`src/rtl/baccarat_deal_sequencer.sv`:
```
// Baccarat deal sequencer: card-load strobes, third-card rules and winner lights.
// Optional feature: define WIN_BLINK_EN to blink the winner lights every BLINK_DIV cycles in DONE.
module baccarat_deal_sequencer #(
    parameter int unsigned BLINK_DIV = 4
) (
    input  logic       slow_clock,
    input  logic       reset,
    input  logic [3:0] pscore,
    input  logic [3:0] dscore,
    input  logic [3:0] pcard3,
    output logic       load_pcard1,
    output logic       load_pcard2,
    output logic       load_pcard3,
    output logic       load_dcard1,
    output logic       load_dcard2,
    output logic       load_dcard3,
    output logic       player_win,
    output logic       dealer_win,
    output logic [3:0] state_out
);

    typedef enum logic [3:0] {
        START  = 4'd0,
        P1     = 4'd1,
        D1     = 4'd2,
        P2     = 4'd3,
        D2     = 4'd4,
        EVAL_P = 4'd5,
        P3     = 4'd6,
        EVAL_D = 4'd7,
        D3     = 4'd8,
        DONE   = 4'd9
    } state_t;

    if (BLINK_DIV < 1 || BLINK_DIV > 255) begin : g_bad_blink_div
        $error("BLINK_DIV must be in 1..255");
    end

    state_t state;
    state_t state_next;
    logic   dealer_draw;
    logic   lights_en;

    always_ff @(posedge slow_clock) begin
        if (reset) begin
            state <= START;
        end else begin
            state <= state_next;
        end
    end

    // Dealer third-card rule, indexed by the dealer's two-card score.
    always_comb begin
        dealer_draw = 1'b0;
        case (dscore)
            4'd0, 4'd1, 4'd2: dealer_draw = 1'b1;
            4'd3:             dealer_draw = (pcard3 != 4'd8);
            4'd4:             dealer_draw = (pcard3 >= 4'd2) && (pcard3 <= 4'd7);
            4'd5:             dealer_draw = (pcard3 >= 4'd4) && (pcard3 <= 4'd7);
            4'd6:             dealer_draw = (pcard3 >= 4'd6) && (pcard3 <= 4'd7);
            default:          dealer_draw = 1'b0;
        endcase
    end

    always_comb begin
        state_next = state;
        case (state)
            START:  state_next = P1;
            P1:     state_next = D1;
            D1:     state_next = P2;
            P2:     state_next = D2;
            D2:     state_next = EVAL_P;
            EVAL_P: begin
                if (pscore >= 4'd8 || dscore >= 4'd8) begin
                    state_next = DONE;
                end else if (pscore <= 4'd5) begin
                    state_next = P3;
                end else if (dscore <= 4'd5) begin
                    state_next = D3;
                end else begin
                    state_next = DONE;
                end
            end
            P3:     state_next = EVAL_D;
            EVAL_D: state_next = dealer_draw ? D3 : DONE;
            D3:     state_next = DONE;
            DONE:   state_next = DONE;
            default: state_next = START;
        endcase
    end

`ifdef WIN_BLINK_EN
    localparam logic [7:0] BLINK_LAST = 8'(BLINK_DIV - 1);

    logic [7:0] blink_cnt;
    logic       blink_on;

    // Held cleared outside DONE, so every entry to DONE starts lit with a fresh count.
    always_ff @(posedge slow_clock) begin
        if (reset || state != DONE) begin
            blink_cnt <= '0;
            blink_on  <= 1'b1;
        end else if (blink_cnt == BLINK_LAST) begin
            blink_cnt <= '0;
            blink_on  <= ~blink_on;
        end else begin
            blink_cnt <= blink_cnt + 8'd1;
        end
    end

    assign lights_en = blink_on;
`else
    assign lights_en = 1'b1;
`endif

    // Outputs are masked by reset so a reset landing mid-round never shows a strobe.
    always_comb begin
        load_pcard1 = 1'b0;
        load_pcard2 = 1'b0;
        load_pcard3 = 1'b0;
        load_dcard1 = 1'b0;
        load_dcard2 = 1'b0;
        load_dcard3 = 1'b0;
        player_win  = 1'b0;
        dealer_win  = 1'b0;
        if (!reset) begin
            load_pcard1 = (state == P1);
            load_pcard2 = (state == P2);
            load_pcard3 = (state == P3);
            load_dcard1 = (state == D1);
            load_dcard2 = (state == D2);
            load_dcard3 = (state == D3);
            if (state == DONE && lights_en) begin
                player_win = (pscore >= dscore);
                dealer_win = (dscore >= pscore);
            end
        end
    end

    assign state_out = state;

endmodule
```
`config.mk`:
```
export PLATFORM = sky130hd
export DESIGN_NAME = baccarat_deal_sequencer
export DESIGN_NICKNAME = d
export VERILOG_FILES = /design/src/rtl/baccarat_deal_sequencer.sv
export SDC_FILE = /design/constraint.sdc
export NUM_CORES = 1
export LEC_CHECK = 0
export ABC_CLOCK_PERIOD_IN_PS = 1400
export BUFFER_PORTS_ARGS = -buffer_cell sky130_fd_sc_hd__clkbuf_2
export CELL_PAD_IN_SITES_DETAIL_PLACEMENT = 1
export CELL_PAD_IN_SITES_GLOBAL_PLACEMENT = 1
export CORE_AREA = 2 2 50 43
export CTS_BUF_LIST = sky130_fd_sc_hd__clkbuf_2
export DETAILED_ROUTE_END_ITERATION = 10
export DIE_AREA = 0 0 52 45
export PLACE_DENSITY_LB_ADDON = 0.1
export SYNTH_ARGS = -nofsm -noshare
export SYNTH_HDL_FRONTEND = slang
export SYNTH_SLANG_ARGS = --single-unit
```
`constraint.sdc`:
```
create_clock -name slow_clock -period 1.4 [get_ports slow_clock]
set_clock_uncertainty 0.1 [all_clocks]
set_input_delay 0.07 -clock slow_clock [delete_from_list [all_inputs] [get_ports slow_clock]]
set_output_delay 0.07 -clock slow_clock [all_outputs]
set_load 0.005 [all_outputs]
```
# Word-level counts from Yosys, hierarchy flattened
# Index checks and enable logic that the tools add are counted.
# classes
n_eq_ne	16
n_reduce_logical	8
muxes	16
order_cmp	10
# op_table
cell	count
case mux 4 bit (9 select lines)	1
equality test 4 x 3 -> 1 bit, second input constant	7
equality test 4 x 2 -> 1 bit, second input constant	4
less-or-equal comparator 4 x 3 -> 1 bit, second input constant	3
two-way mux 1 bit	12
equality test 4 x 1 -> 1 bit, second input constant	2
equality test 4 bit, second input constant	2
>= comparator 4 x 3 -> 1 bit, second input constant	2
>= comparator 4 bit	2
>= comparator 4 bit, second input constant	2
logical NOT 4 bit	2
two-way mux 4 bit	2
case mux 1 bit (5 select lines)	1
>= comparator 4 x 2 -> 1 bit, second input constant	1
inequality test 4 bit, second input constant	1
logical AND 1 bit	3
OR reduction 3 bit	1
OR reduction 2 bit	1
logical OR 1 bit	1
# word_totals
output_inout_bits	12
elab_cells	51
input_bits	14
reg_bits	4

# Depth between registers and ports, before layout
# Gate-level depths: netlist of the first run.
# depth
ltp_word	5
mapped_depth	6
mapped_depth_nobuf	6

# Least setup slack after synthesis of the first run
# OpenSTA, ideal clock, no wires.
# synth_timing
kind	reg2out
startpoint	register state[2], in the netlist state_out[2]
endpoint	output port player_win
t_required_ps	1230
path_slack_ps	13
path_buffers	0
stages_incl_launch_ff	5
arrival_time_ps	1217
path_cell_list	dfxtp_1 -> nand2b_4 -> or4b_4 -> nor2_2 -> o2bb2ai_1
# synth_via
elab_chain_len	3
# synth_rtl
item	line_no	rtl
from (decl)	39	state_t state;
from (signal assigned)	48	state <= state_next;
equality test 4 bit	133	if (state == DONE && lights_en) begin
two-way mux 1 bit	133	
two-way mux 1 bit	126	if (!reset) begin
to (decl)	17	output logic player_win,
# No other way between the ends.

# Worst setup path in the final report of the first run
# Ends and elaborated chain as after synthesis.

==> impl_metrics.py, run 1 <==
metrics = {
    "synth": {
        "syn_area_um2": 467,
        "synth_edf_count": 0,
        "ys_types": 30,
        "synth_warnings": 0,
        "ys.flop_type": "dfxtp_1",
        "syn-instance-count": 62,
        "synth-seq-cells": 4,
        "synth.area.top_cells": "dfxtp_1, ha_1, inv_1",
        "async_flop_share": 0,
        "synth-seq-area-share": 0.172,
        "yosysTopAreaCell": "dfxtp_1",
        "synth_top_area_frac": 0.172,
        "synth_nets": 80,
        "syn_area_per_cell_um2": 7.53,
    },
    "timing": {
        "hold_violations": 0,
        "period_share": 1.18,
        "worst_slew_pin_slew_ns": 0.345,
        "finalSetupTns_ns": -0.564,
        "finalWorstSetupSlack_ns": -0.251,
        "rsz0062_at_grt": "true",
        "fmax_mhz": 606,
        "setup_viol": 5,
        "drv_slew": 0,
        "relSlewSlack": 0.768,
        "post-route-min-period_ns": 1.65,
    },
    "clock_tree": {
        "cts_tree": "built",
        "cts.root.buffer_cell": "clkbuf_2",
        "cts_sinks": 4,
        "clkLatencyLatePin_ns": 0.21,
        "clockBufferDepth": 2,
        "h-tree-depth": 1,
        "numCtsBuffers": 3,
        "cts_hold_buf": 0,
        "clk_pin_slew_ns": 0.05,
    },
    "hold_path": {
        "hold_start": "pcard3[3]",
        "hold_class": "in2reg",
    },
    "placed_design": {
        "place_ws_ns": -0.0473,
        "dp_hpwl_um": 1270,
        "place_congestion": 0.707,
        "dpl_cell_area_um2": 671,
        "portBuffers": 25,
    },
    "pwr": {
        "swShare": 0.352,
        "p_sw_uw": 148,
        "p_int_uw": 273,
        "power.leakage_uw": 0.000377,
        "ir_worst_vdd_v": 0.000233,
        "clockPowerShare": 0.250,
        "totalPowerFinal_uw": 421,
        "p_per_area_nw_per_um2": 544,
        "pwr-share-comb": 0.445,
        "p_seq_frac": 0.305,
    },
    "setup_path": {
        "reg2reg_slack_ns": 0.05,
        "path_class": "reg2out",
        "max_stage_delay_ns": 0.49,
        "r2r_start": "state_out[2]$_SDFF_PP0_",
        "crit_path_end_kind": "primary output",
        "cpMaxStageDelayCell": "or4b_4",
        "path_cells": "nand2b_4, or4b_4, nor2_2, o2bb2ai_1, buf_2",
        "cp_max_fo": 3,
        "startpoint_type": "flop",
        "crit_required_ns": 1.23,
        "crit_path_start": "state_out[2]$_SDFF_PP0_",
        "arrival_ns": 1.48,
    },
    "floorplan": {
        "initial_core_util": 0.259,
        "fp.dieW_um": 52,
        "fp.dieH_um": 45,
        "floorplan.core_area_um2": 1800,
        "boundaryPins": 26,
        "row_count": 14,
        "die_area_um2": 2340,
    },
    "status": {
        "status": "finished with violations",
        "violations": "negative setup slack",
    },
    "global_route": {
        "grt_max_degree": 14,
        "grt_pass1_wl_um": 2520,
        "gr-total-overflow": 0,
        "antenna_found_initial": 0,
        "grt_use_total": 0.152,
        "grt_pass1_vias": 553,
    },
    "layout": {
        "largest_register_ff_count": 4,
        "antenna_cells": 0,
        "design_area_um2": 774,
        "drive_above_1_share": 0.530,
        "area_delta_synth_final_pct": 66.0,
        "finish.utilization": 0.429,
        "n_fill_cell": 241,
        "final_net_count": 120,
    },
    "detailed_routing": {
        "wirelength_um": 1780,
        "wire_per_inst_um": 14.4,
        "routed_via_density": 5.03,
        "drtIter0Drc": 9,
        "drc_errors": 0,
        "first_pass_iters": 5,
        "ant_nets": 0,
        "num_vias": 624,
    },
    "job": {
        "maxCapViolations": 0,
    },
}
-- cell families (layout without fill, tap and decap cells) --
logic type	Yosys count	after routing	share of synthesized area
simple gates	29	29	0.405
compound gates	16	16	0.228
buf+inv	9	47	0.0885
fa+ha+maj	4	4	0.107
flops	4	4	0.172
-- power groups by stage --
stage               sequential [uW]  clock [uW]  combinational (uW)
floorplan                       132           0                75.7
detailed placement              128           0                 155
finish                          129         105                 187
global placement                128           0                 152
CTS                             127         105                 160
global route                    129         121                 207
-- worst max-delay path, delay by kind of cell, from the launching register on --
| kind | cells | cell delay, ns |
|---|---|---|
| flip-flops | 1 | 0.32 |
| AND/OR/NAND/NOR | 3 | 0.72 |
| AO/OA/AOI/OAI | 1 | 0.11 |
| buffers and inverters | 1 | 0.12 |
-- cell type report --
type | instances | area (um2) | share of cell area
timing repair buffer | 38 | 239 | 0.309
multi-input combinational | 49 | 383 | 0.494
tap | 24 | 30.0 | 0.0388
sequential | 4 | 82.6 | 0.107
clock buffer | 3 | 15.0 | 0.0194
inverter | 6 | 25.0 | 0.0323
-- cell usage in the layout (no fill, tap or decap), drive strengths merged, types with 2 or more instances in the layout --
cell and instances:
a21oi 2, a31oi 2, and3 2, buf 19, clkbuf 22, dfxtp 4, ha 4, inv 6
nand2b 3, nand4 2, nor2 6, nor2b 3, nor3 3, nor4 3, o21a 2, o21ai 4
o31ai 2, or2b 2
-- stage by stage --
stage / hold slack (ns) / std cells
3_3_place_gp: 0.267 / 117
6_report: 0.0627 / 124
5_1_grt: 0.0619 / 124
4_1_cts: 0.0657 / 121
2_1_floorplan: 0.139 / 62
3_5_place_dp: 0.283 / 117
-- final timing paths --
path	endpoint	cells after the start
max reg2reg	state_out[0]$_SDFF_PP0_	6
min reg2reg	state_out[2]$_SDFF_PP0_	2
min	state_out[0]$_SDFF_PP0_	3
max	player_win	5
-- per-layer routing --
metal  vias to the layer above  routed length (um)  GRT usage
met2                        25                 886      0.235
met3                         6                  77     0.0530
met1                       286                 801      0.198
met4                         0                  16     0.0474
met5                         -                   0          0
li1                        307                   -          -
-- synthesized netlist by cell type (2+ instances only) --
library cell,count
o21a_1,2
o31ai_1,2
nand2b_1,2
dfxtp_1,4
and3_1,2
ha_1,4
nand4_1,2
nor4_1,3
a31oi_1,2
inv_1,6
a21oi_1,2
nor3_1,3
o21ai_0,4
clkbuf_1,2
nor2_1,5
nor2b_1,3
-- timing repair --
item                                    in CTS  in global routing
pin swaps                                    0                  2
setup buffers                                1                  4
resized for setup                            4                 19
gates cloned                                 0                  1
endpoints found under the setup margin       4                  8
Note: power is estimated with default switching activity, not from simulation.
==> inputs of run 2 (changes only) <==
CORE_AREA = 2 2 45 47   (was 2 2 50 43)
DIE_AREA = 0 0 47 49   (was 0 0 52 45)
==> impl_metrics.py, run 2 (synthesis results as in run 1) <==
metrics = {
    "status": {
        "status": "finished with violations",
        "violations": "negative setup slack",
    },
    "timing": {
        "post-route-min-period_ns": 1.65,
        "rsz0062_at_grt": "true",
        "hold_violations": 0,
        "fmax_mhz": 608,
        "relSlewSlack": 0.820,
        "period_share": 1.18,
        "finalSetupTns_ns": -0.506,
        "drv_slew": 0,
        "finalWorstSetupSlack_ns": -0.246,
        "setup_viol": 3,
        "worst_slew_pin_slew_ns": 0.266,
    },
    "pwr": {
        "power.leakage_uw": 0.000351,
        "p_per_area_nw_per_um2": 544,
        "ir_worst_vdd_v": 0.000287,
        "totalPowerFinal_uw": 399,
    },
    "job": {
        "maxCapViolations": 0,
    },
    "clock_tree": {
        "clockBufferDepth": 2,
        "cts_sinks": 4,
        "cts_tree": "built",
        "cts_setup_buffers": 0,
        "clkLatencyLatePin_ns": 0.20,
        "h-tree-depth": 1,
        "cts_hold_buf": 0,
        "numCtsBuffers": 3,
        "cts.root.buffer_cell": "clkbuf_2",
        "clk_pin_slew_ns": 0.05,
    },
    "layout": {
        "antenna_cells": 0,
        "n_fill_cell": 259,
        "mostFrequentLayoutCells": "clkbuf_2, buf_4, inv_1",
        "area_delta_synth_final_pct": 57.1,
        "drive_above_1_share": 0.490,
        "finish.utilization": 0.398,
        "mostFrequentLayoutCell": "clkbuf_2",
        "largest_register_ff_count": 4,
        "design_area_um2": 733,
        "final_net_count": 116,
    },
    "floorplan": {
        "fp.dieW_um": 47,
        "initial_core_util": 0.253,
        "boundaryPins": 26,
        "fp.dieH_um": 49,
        "floorplan.core_area_um2": 1840,
        "die_area_um2": 2300,
        "row_count": 16,
    },
    "detailed_routing": {
        "first_pass_iters": 3,
        "ant_nets": 0,
        "routed_via_density": 4.63,
        "wirelength_um": 1450,
        "drtIter0Drc": 4,
        "wire_per_inst_um": 11.8,
        "drc_errors": 0,
        "num_vias": 570,
    },
    "setup_path": {
        "cp_max_fo": 3,
        "crit_path_end_kind": "primary output",
        "arrival_ns": 1.48,
        "crit_required_ns": 1.23,
        "startpoint_type": "flop",
        "path_class": "reg2out",
    },
    "placed_design": {
        "place_congestion": 0.692,
        "place_ws_ns": -0.0418,
        "dpl_cell_area_um2": 674,
        "dp_hpwl_um": 1180,
        "portBuffers": 25,
    },
    "global_route": {
        "grt_pass1_wl_um": 2350,
        "grt_use_total": 0.133,
        "grt_pass1_vias": 571,
        "grt_max_degree": 14,
        "gr-total-overflow": 0,
        "antenna_found_initial": 0,
    },
    "hold_path": {
        "hold_class": "in2reg",
    },
}
run 2: worst max-delay path, cell delays in order, from the launching register on:
cell and delay [ns]:
dfxtp_2 0.31, nand2b_4 0.13, or4b_4 0.52, nor2_4 0.10
o2bb2ai_1 0.10, buf_2 0.12
run 2: cell type report:
type / instances / area, um2 / share of cell area
Sequential cell: 4 / 81.3 / 0.111
Clock buffer: 3 / 15.0 / 0.0205
Inverter: 6 / 22.5 / 0.0307
Timing Repair Buffer: 34 / 196 / 0.268
Tap cell: 27 / 33.8 / 0.0461
Multi-Input combinational cell: 49 / 384 / 0.524
run 2: power breakdown:
group	switching, uW	internal [uW]	total (uW)	leakage (uW)
clock	47.7	57.8	106	0.0000125
sequential	4.42	122	127	0.0000333
combinational	82.8	83.8	167	0.000305
total	135	264	399	0.000351
run 2: path summary, 6_finish.rpt:
check,start,to,slack (ns),cells after the start
max,state_out[2]$_SDFF_PP0_,player_win,-0.25,5
min reg2reg,state_out[3]$_SDFF_PP0_,state_out[2]$_SDFF_PP0_,0.56,2
min,pcard3[3],state_out[0]$_SDFF_PP0_,0.07,3
max reg2reg,state_out[2]$_SDFF_PP0_,state_out[0]$_SDFF_PP0_,0.13,5
run 2: stage by stage:
stage,hold WS [ns],std cells
3_5_place_dp,0.282,120
5_1_grt,0.0934,123
2_1_floorplan,0.139,62
4_1_cts,0.0642,123
3_3_place_gp,0.291,120
6_report,0.0705,123
run 2: repair_timing:
item,4_1_cts,5_1_grt
gates resized for setup,4,9
pin swaps,0,1
setup endpoints to repair,5,7
run 2: per-layer routing:
| layer | routed length, um | share of wire | vias up | track usage |
|---|---|---|---|---|
| met5 | 0 | 0 | - | 0 |
| met4 | 0 | 0 | 0 | 0.0278 |
| met3 | 81 | 0.056 | 0 | 0.0111 |
| met2 | 682 | 0.47 | 18 | 0.224 |
| met1 | 682 | 0.47 | 256 | 0.178 |
| li1 | - | - | 296 | - |
==> inputs of run 3 (changes only) <==
CELL_PAD_IN_SITES_DETAIL_PLACEMENT = unset   (was 1)
CELL_PAD_IN_SITES_GLOBAL_PLACEMENT = unset   (was 1)
CORE_AREA = 2 2 44 46   (was 2 2 45 47)
DIE_AREA = 0 0 46 48   (was 0 0 47 49)
PLACE_DENSITY_LB_ADDON = unset   (was 0.1)
==> impl_metrics.py, run 3 (synthesis results as in run 1) <==
metrics = {
    "status": {
        "status": "finished with violations",
        "violations": "negative setup slack",
    },
    "detailed_routing": {
        "drc_errors": 0,
        "first_pass_iters": 3,
        "drtIter0Drc": 4,
        "wire_per_inst_um": 12.4,
        "num_vias": 604,
        "ant_nets": 0,
        "routed_via_density": 5.16,
        "wirelength_um": 1450,
    },
    "clock_tree": {
        "clockBufferDepth": 2,
        "h-tree-depth": 1,
        "clkLatencyLatePin_ns": 0.21,
        "clk_pin_slew_ns": 0.05,
        "cts_tree": "built",
        "cts_sinks": 4,
        "cts.root.buffer_cell": "clkbuf_2",
        "cts_hold_buf": 0,
        "numCtsBuffers": 3,
    },
    "placed_design": {
        "dp_hpwl_um": 1120,
        "place_ws_ns": -0.0471,
        "place_congestion": 0.713,
        "portBuffers": 25,
    },
    "timing": {
        "relSlewSlack": 0.824,
        "finalWorstSetupSlack_ns": -0.264,
        "drv_slew": 0,
        "setup_viol": 4,
        "rsz0062_at_grt": "true",
        "fmax_mhz": 601,
        "whs_ns": 0.0711,
        "hold_violations": 0,
        "worst_slew_pin_slew_ns": 0.262,
        "period_share": 1.19,
        "post-route-min-period_ns": 1.66,
    },
    "global_route": {
        "grt_pass1_vias": 538,
        "grt_pass1_wl_um": 2210,
        "grt_use_total": 0.144,
        "antenna_found_initial": 0,
        "gr-total-overflow": 0,
        "grt_max_degree": 14,
    },
    "pwr": {
        "pwr-share-comb": 0.430,
        "swShare": 0.343,
        "p_per_area_nw_per_um2": 534,
        "p_seq_frac": 0.309,
        "clockPowerShare": 0.261,
        "totalPowerFinal_uw": 415,
        "p_int_uw": 272,
        "ir_worst_vdd_v": 0.000312,
        "p_sw_uw": 142,
        "power.leakage_uw": 0.000378,
    },
    "floorplan": {
        "fp.dieW_um": 46,
        "initial_core_util": 0.276,
        "fp.dieH_um": 48,
        "boundaryPins": 26,
        "die_area_um2": 2210,
        "floorplan.core_area_um2": 1690,
        "row_count": 15,
    },
    "layout": {
        "antenna_cells": 0,
        "drive_above_1_share": 0.540,
        "n_fill_cell": 180,
        "mostFrequentLayoutCell": "clkbuf_2",
        "area_delta_synth_final_pct": 66.2,
        "mostFrequentLayoutCells": "clkbuf_2, buf_4, inv_1, buf_6",
        "final_net_count": 120,
        "largest_register_ff_count": 4,
        "ff_latch_area_um2": 83.8,
        "finish.utilization": 0.459,
        "multi_input_area_um2": 394,
    },
    "hold_path": {
        "hold_class": "in2reg",
    },
    "setup_path": {
        "crit_path_end_kind": "primary output",
        "arrival_ns": 1.49,
        "crit_required_ns": 1.23,
        "path_class": "reg2out",
        "cp_max_fo": 3,
        "startpoint_type": "flop",
    },
    "job": {
        "maxCapViolations": 0,
    },
}
==> run 3: cell count changes in the layout (fill, tap and decap cells not counted), sizes merged <==
cell / previous run / this run
clkbuf: 24 / 25
buf: 13 / 16
==> run 3: final timing paths <==
kind,slack (ns),endpoint,startpoint,cells after the start
setup / recovery,-0.26,player_win,state_out[2]$_SDFF_PP0_,5
hold / removal,0.07,state_out[0]$_SDFF_PP0_,pcard3[3],3
setup reg to reg,0.06,state_out[0]$_SDFF_PP0_,state_out[2]$_SDFF_PP0_,6
hold reg to reg,0.47,state_out[2]$_SDFF_PP0_,state_out[3]$_SDFF_PP0_,2
==> run 3: repair_timing <==
item / 4_1_cts / 5_1_grt
cloned: 0 / 1
setup buffers: 1 / 3
gates resized for setup: 7 / 13
setup endpoints to repair: 4 / 7
pin swaps: 0 / 2
==> run 3: metal layers <==
| metal | up-vias | wire [um] | global-route usage |
|---|---|---|---|
| met3 | 0 | 94 | 0.0377 |
| li1 | 310 | - | - |
| met2 | 24 | 706 | 0.256 |
| met5 | - | 0 | 0 |
| met4 | 0 | 0 | 0.0686 |
| met1 | 270 | 654 | 0.160 |
==> run 3: metrics by stage <==
stage | instance area (um2) | TNS, ns | instances
after detailed placement | 654 | -0.0615 | 109
final | 776 | -0.684 | 117
after floorplan | 467 | 0 | 62
after global placement | 654 | -0.0204 | 109
after global routing | 776 | -1.03 | 117
after CTS | 713 | -0.625 | 113
==> run 3: critical path, cell delays in order, from the launching register on <==
cell	delay, ns
dfxtp_2	0.31
nand2b_4	0.13
or4b_4	0.50
nor2_2	0.10
o2bb2ai_1	0.11
buf_2	0.13
==> run 3: power by group through the flow <==
stage	Combinational [uW]	Sequential, uW	Clock (uW)
after CTS	161	126	113
after global routing	196	130	123
after global placement	144	128	0
final	178	128	108
after floorplan	75.7	132	0
after detailed placement	148	128	0
==> run 3: layout make-up <==
class                      count  area share
clock buffer                   3      0.0194
multi-input combinational     49       0.508
sequential                     4       0.108
inverter                       6      0.0290
timing repair buffer          38       0.308
tap                           17      0.0274
